==> src/rtl/serial_add_ctrl.sv <==
// Bit-serial 4-bit adder/subtractor: one full-adder cell walks the operands LSB-first over four cycles.
// Optional signed-overflow output is built when SERIAL_ADD_OVF_EN is defined.
module full_adder (
  input  logic a,
  input  logic b,
  input  logic ci,
  output logic s,
  output logic co
);
  assign s  = a ^ b ^ ci;
  assign co = (a & b) | (ci & (a ^ b));
endmodule

module serial_add_ctrl #(
  parameter int DATA_W = 4
) (
  input  logic              clk,
  input  logic              rst,
  input  logic              start,
  input  logic [DATA_W-1:0] a,
  input  logic [DATA_W-1:0] b,
  input  logic              cin,
  input  logic              sub,
  output logic              busy,
  output logic              done,
  output logic [DATA_W-1:0] sum,
`ifdef SERIAL_ADD_OVF_EN
  output logic              ovf,
`endif
  output logic              cout
);
  localparam int CNT_W = $clog2(DATA_W);

  typedef enum logic [1:0] {IDLE, RUN, DONE} state_t;

  state_t            state, state_nxt;
  logic [DATA_W-1:0] opa, opb;
  logic [DATA_W-2:0] part;
  logic              carry;
  logic [CNT_W-1:0]  cnt;
  logic              fa_s, fa_co;
  logic              last_bit;

  full_adder u_fa (
    .a  (opa[0]),
    .b  (opb[0]),
    .ci (carry),
    .s  (fa_s),
    .co (fa_co)
  );

  assign last_bit = (cnt == CNT_W'(DATA_W - 1));
  assign busy     = (state != IDLE);
  assign done     = (state == DONE);

  always_comb begin
    state_nxt = state;
    unique case (state)
      IDLE:    if (start) state_nxt = RUN;
      RUN:     if (last_bit) state_nxt = DONE;
      DONE:    state_nxt = IDLE;
      default: state_nxt = IDLE;
    endcase
  end

  always_ff @(posedge clk) begin
    if (rst) begin
      state <= IDLE;
      cnt   <= '0;
      carry <= 1'b0;
      opa   <= '0;
      opb   <= '0;
      part  <= '0;
      sum   <= '0;
      cout  <= 1'b0;
`ifdef SERIAL_ADD_OVF_EN
      ovf   <= 1'b0;
`endif
    end else begin
      state <= state_nxt;
      if (state == IDLE && start) begin
        // Subtraction is A + ~B + 1, so the inversion and forced carry happen at capture.
        opa   <= a;
        opb   <= sub ? ~b : b;
        carry <= sub ? 1'b1 : cin;
        cnt   <= '0;
      end else if (state == RUN) begin
        opa   <= opa >> 1;
        opb   <= opb >> 1;
        carry <= fa_co;
        part  <= {fa_s, part[DATA_W-2:1]};
        cnt   <= cnt + 1'b1;
        if (last_bit) begin
          sum  <= {fa_s, part};
          cout <= fa_co;
`ifdef SERIAL_ADD_OVF_EN
          // On the last bit the carry register holds the carry into the MSB.
          ovf  <= carry ^ fa_co;
`endif
        end
      end
    end
  end
endmodule

==> config.mk <==
export PLATFORM = sky130hd
export DESIGN_NAME = serial_add_ctrl
export DESIGN_NICKNAME = d
export VERILOG_FILES = /design/src/rtl/serial_add_ctrl.sv
export SDC_FILE = /design/constraint.sdc
export NUM_CORES = 1
export LEC_CHECK = 0
export ABC_AREA = 1
export CORE_ASPECT_RATIO = 1.5
export CORE_MARGIN = 2
export CORE_UTILIZATION = 30
export CTS_CLUSTER_DIAMETER = 40
export DETAILED_ROUTE_END_ITERATION = 6
export HOLD_SLACK_MARGIN = 0.03
export REMOVE_ABC_BUFFERS = 1
export SYNTH_ARGS = -nofsm -noshare
export SYNTH_HDL_FRONTEND = slang
export SYNTH_SLANG_ARGS = --single-unit
==> constraint.sdc <==
create_clock -name clk -period 1.4 [get_ports clk]
set_input_delay 0.28 -clock clk [delete_from_list [all_inputs] [get_ports clk]]
set_output_delay 0.28 -clock clk [all_outputs]
set_load 0.01 [all_outputs]
==> results.yml, run 1 <==
run_status:
  outcome: "finished, final reports clean"
floorplan:
  boundaryPins: 20
  coreArea_um2: 3160
  fp.dieH_um: 74.6
  die_w_um: 51.0
  start_util: 0.315
  dieArea_um2: 3810
  rows: 25
finish:
  final_common_cell: "nand2_1"
  mostFrequentLayoutCells: "52 x nand2_1, 20 x dfxtp_1, 12 x nand3_1, 12 x clkdlybuf4s50_1, 11 x buf_4"
  fillCellCount: 324
  multi_input_area_um2: 487
  nNetsFinal: 182
  num_antenna_cells: 0
  finalNonFillerCells: 206
  regArea_um2: 422
  area_delta_synth_final_pct: 31.4
  drive_above_1_share: 0.163
place:
  dp_hpwl_um: 1580
  io_buffers: 19
  place_inst: 201
  place_congestion: 0.847
sta:
  setup_viol: 0
  maxSlewHeadroom: 0.840
  drv_slew: 0
  final.min_clock_period_ns: 1.32
  finalClockSkew_ns: 0.00147
  max_freq_ghz: 0.758
  rsz0062_at_grt: "false"
  hold_viol_final: 0
  post-route-period-util: 0.942
  worstMarginPinSlew_ns: 0.239
setup_path:
  crit_arrival_ns: 1.04
  crit_required_ns: 1.12
  crit_type: "flip-flop to output port"
  critPathLaunch: "state[0]"
  crit_fanout: 3
  reg2reg_from: "carry"
  cp-end-kind: "output port"
  cp-start-kind: "flip-flop"
clock_network:
  htreeDepth: 1
  cts.sinks: 21
  clockBufferDepth: 2
  clk_latency_ns: 0.26
  clock-root-buffer: "clkbuf_8"
  cts_tree: "built"
  clk_pin_slew_ns: 0.07
  numCtsBuffers: 3
synthesis:
  seq_area_frac_synth: 0.422
  synth-seq-cells: 21
  yosys.area.top_type: "dfxtp_1"
  postSynthAreaPerCell_um2: 7.27
  syn_area_um2: 996
  synth_cell_types: 21
  ys_top_cells_by_area: "dfxtp_1 42%, nand2_1 20%, nand3_1 6.0%"
  synth-warning-count: 0
  syn_inst: 137
  synth_top_cell_area_share: 0.422
power_and_ir_drop:
  power_density_nw_per_um2: 969
  total_power_mw: 1.27
  irDropWorstVdd_mv: 0.368
  cellLeakagePower_nw: 0.642
global_routing:
  antenna_found_initial: 0
  first_global_vias: 865
  grt_pass1_wl_um: 3630
  grt-ovfl-total: 0
  grt_usage: 0.130
  grt_max_degree: 12
worst_hold_path:
  hp-start: "part[2]"
  min_path_type: "flip-flop to flip-flop"
drt:
  wl_met1_um: 963
  vias_per_cell: 4.48
  wl_met2_um: 928
  wl_met3_um: 94
  num_vias: 923
  ant_nets: 0
  firstDrtPassIters: 4
  wl_per_cell_um: 10.0
  drc_errors: 0
  top_layer_used: "met4"
  wirelength_um: 2070
  drt_iter0_drc: 25
job:
  cap_violations: 0
cell families after synthesis:
| group | Yosys count | synth area share |
|---|---|---|
| buffers and inverters | 17 | 0.0892 |
| adders and majority gates | 2 | 0.0327 |
| DFF | 21 | 0.422 |
| and+or+nand+nor | 81 | 0.353 |
| xor gates and xnor gates | 2 | 0.0176 |
| AOI/OAI and AO/OA | 14 | 0.0854 |
final cells by class:
cell class | instances | area share
timing repair buffer | 30 | 0.199
multi-input combinational | 99 | 0.372
sequential | 21 | 0.322
tap | 40 | 0.0382
clock buffer | 4 | 0.0344
inverter | 12 | 0.0344
path summary, 6_finish.rpt:
kind,endpoint,slack [ns],cells after the start
hold / removal,sum[2],0.46,2
hold reg to reg,sum[2],0.46,2
setup reg to reg,part[2],0.22,3
setup / recovery,busy,0.08,3
layer usage:
layer | GRT usage | vias up
met5 | 0 | -
met4 | 0.108 | 0
met3 | 0.0261 | 5
met2 | 0.205 | 21
met1 | 0.149 | 411
li1 | - | 486
where the power goes:
part           internal, mW  total (mW)  switching (mW)
sequential            0.630       0.651          0.0208
combinational         0.104       0.214           0.109
clock                 0.203       0.404           0.201
total                 0.938        1.27           0.331
worst max-delay path: stages, from the launching register on:
cell and delay [ns]:
dfxtp_2 0.34, inv_2 0.08, nand2_2 0.07, dlygate4sd2_1 0.28
per-stage QoR:
stage	util	hold WS, ns	TNS, ns	area (um2)	setup slack, ns
final	0.414	0.463	0	1310	0.0816
after detailed placement	0.401	0.453	-0.0648	1270	-0.0262
after CTS	0.413	0.462	0	1300	0.0446
after global routing	0.414	0.489	0	1310	0.0436
after global placement	0.401	0.452	-0.0640	1270	-0.0320
after floorplan	-	0.342	0	952	0.259
Yosys cell counts, drive strengths merged:
| master | number |
|---|---|
| o21a | 1 |
| nand3b | 2 |
| fa | 1 |
| o21ai | 4 |
| nand3 | 12 |
| inv | 12 |
| a31oi | 1 |
| nand2 | 55 |
| buf | 5 |
| a21oi | 8 |
| ha | 1 |
| dfxtp | 21 |
| nor2 | 12 |
| xor2 | 2 |
sequential cells by signal (all words and copies together) (netlist names):
signal	flops
carry	1
cnt	2
cout	1
opa	4
opb	4
part	3
state	2
sum	4
what timing repair did:
item	4_1_cts	5_1_grt
setup endpoints to repair	7	2
hold buffers	0	0
gates resized for setup	7	3
setup buffers	0	1
No activity file was read; power rests on OpenSTA's default activity.
==> run 2: changes to the inputs <==
--- a/config.mk
+++ b/config.mk
@@ -12,6 +12,7 @@
 export CTS_CLUSTER_DIAMETER = 40
 export DETAILED_ROUTE_END_ITERATION = 6
 export HOLD_SLACK_MARGIN = 0.03
+export PLACE_DENSITY_LB_ADDON = 0.25
 export REMOVE_ABC_BUFFERS = 1
 export SYNTH_ARGS = -nofsm -noshare
 export SYNTH_HDL_FRONTEND = slang
==> constraint.sdc (replaced) <==
create_clock -name clk -period 1.68 [get_ports clk]
set_input_delay 0.252 -clock clk [delete_from_list [all_inputs] [get_ports clk]]
set_output_delay 0.252 -clock clk [all_outputs]
set_load 0.01 [all_outputs]
==> run 2 against run 1 <==
  * Flip-flop and latch count unchanged
  * Critical path type unchanged
  * Via count decreased by 5.3%
  * Hold slack gained 0.0015 ns
  * Non-clock buffer count fell by 9
  * Critical endpoint is now done
==> results.yml, run 2 (synthesis gave the netlist of run 1 again) <==
floorplan:
  rows: 25
  dieArea_um2: 3810
  die_w_um: 51.0
  coreArea_um2: 3160
  fp.dieH_um: 74.6
  start_util: 0.315
  boundaryPins: 20
setup_path:
  timing.rr.end: "sum[1]"
  crit_required_ns: 1.43
  crit_type: "flip-flop to output port"
  reg2reg_from: "state[0]"
  rr_worst_depth: 5
  cp-end-kind: "output port"
  cp-start-kind: "flip-flop"
  crit_arrival_ns: 1.37
  crit_fanout: 6
  r2r_setup_slack_ns: 0.48
finish:
  final_cell_area_um2: 1260
  drive_above_1_share: 0.115
  final_common_cell: "nand2_1"
  finalNonFillerCells: 197
  area_delta_synth_final_pct: 26.5
  nNetsFinal: 173
  fillCellCount: 357
  num_antenna_cells: 0
  final_core_util: 0.399
  mostFrequentLayoutCells: "52 x nand2_1, 19 x dfxtp_1, 19 x clkdlybuf4s50_1"
  largestRegisters: "opa: 4 flops, opb: 4 flops, sum: 4 flops"
worst_hold_path:
  min_path_type: "flip-flop to flip-flop"
  min_to: "sum[1]"
  min_path_cells: 2
  hp-start: "part[1]"
run_status:
  outcome: "finished, final reports clean"
place:
  placed_cell_area_um2: 1210
  io_buffers: 19
  place_inst: 193
  dp_hpwl_um: 1610
  dp_slack_ns: 0.172
  place_congestion: 0.793
sta:
  final.min_clock_period_ns: 1.62
  finalClockSkew_ns: 0.00130
  rsz0062_at_grt: "false"
  setup-tns-final_ns: 0
  worstMarginPinSlew_ns: 0.383
  setup_viol: 0
  maxSlewHeadroom: 0.745
  hold_viol_final: 0
  drv_slew: 0
  whs_ns: 0.465
  max_freq_ghz: 0.618
  post-route-period-util: 0.963
  setup_ws_ns: 0.0624
clock_network:
  clock-root-buffer: "clkbuf_8"
  htreeDepth: 1
  cts.sinks: 21
  clk_latency_ns: 0.26
  numCtsBuffers: 3
  cts_tree: "built"
  clockBufferDepth: 2
  clk_pin_slew_ns: 0.07
drt:
  drt_iter0_drc: 6
  ant_nets: 0
  num_vias: 874
  drc_errors: 0
  firstDrtPassIters: 3
  wirelength_um: 2000
  vias_per_cell: 4.44
  wl_per_cell_um: 10.2
global_routing:
  grt_pass1_wl_um: 3420
  grt_max_degree: 13
  first_global_vias: 836
  antenna_found_initial: 0
  grt_usage: 0.121
  grt-ovfl-total: 0
power_and_ir_drop:
  cellLeakagePower_nw: 0.570
  irDropWorstVdd_mv: 0.328
  power_density_nw_per_um2: 819
  total_power_mw: 1.03
job:
  cap_violations: 0
-- run 2: timing repair --
action | 4_1_cts | 5_1_grt
hold buffers | 0 | 0
endpoints found under the setup margin | 2 | 2
setup buffers | 0 | 0
gates resized for setup | 2 | 2
-- run 2: layout make-up --
type / count / area (um2) / area share
clock buffers: 4 / 45.0 / 0.0357
inverters: 12 / 45.0 / 0.0357
multi-input cells: 99 / 487 / 0.386
flip-flops and latches: 21 / 428 / 0.340
well taps: 40 / 50.0 / 0.0397
repair buffers: 21 / 205 / 0.163
-- run 2: routing by layer --
metal,wire (um),vias to the layer above,global-route usage
met2,1070,16,0.229
met1,807,385,0.121
met4,48,0,0.0721
met3,70,5,0.0181
li1,-,468,-
met5,0,-,0
-- run 2: power breakdown --
part | internal, mW | total, mW | switching, mW
logic | 0.0733 | 0.156 | 0.0829
registers | 0.523 | 0.545 | 0.0215
clock network | 0.169 | 0.332 | 0.163
-- run 2: critical path, stage by stage, from the launching register on --
cell,delay [ns]
dfxtp_4,0.39
inv_2,0.08
nor2_1,0.10
clkdlybuf4s50_1,0.54
-- run 2: worst max path at each step --
stage | from | endpoint | slack [ns] | cells after the start
finish | state[1] | done | 0.06 | 3
CTS | state[0] | busy | 0.01 | 3
floorplan | state[0] | cout | 0.54 | 5
detailed placement | start | opb[2] | 0.17 | 6
global placement | state[0] | busy | 0.19 | 3
global route | state[1] | done | 0.006 | 3
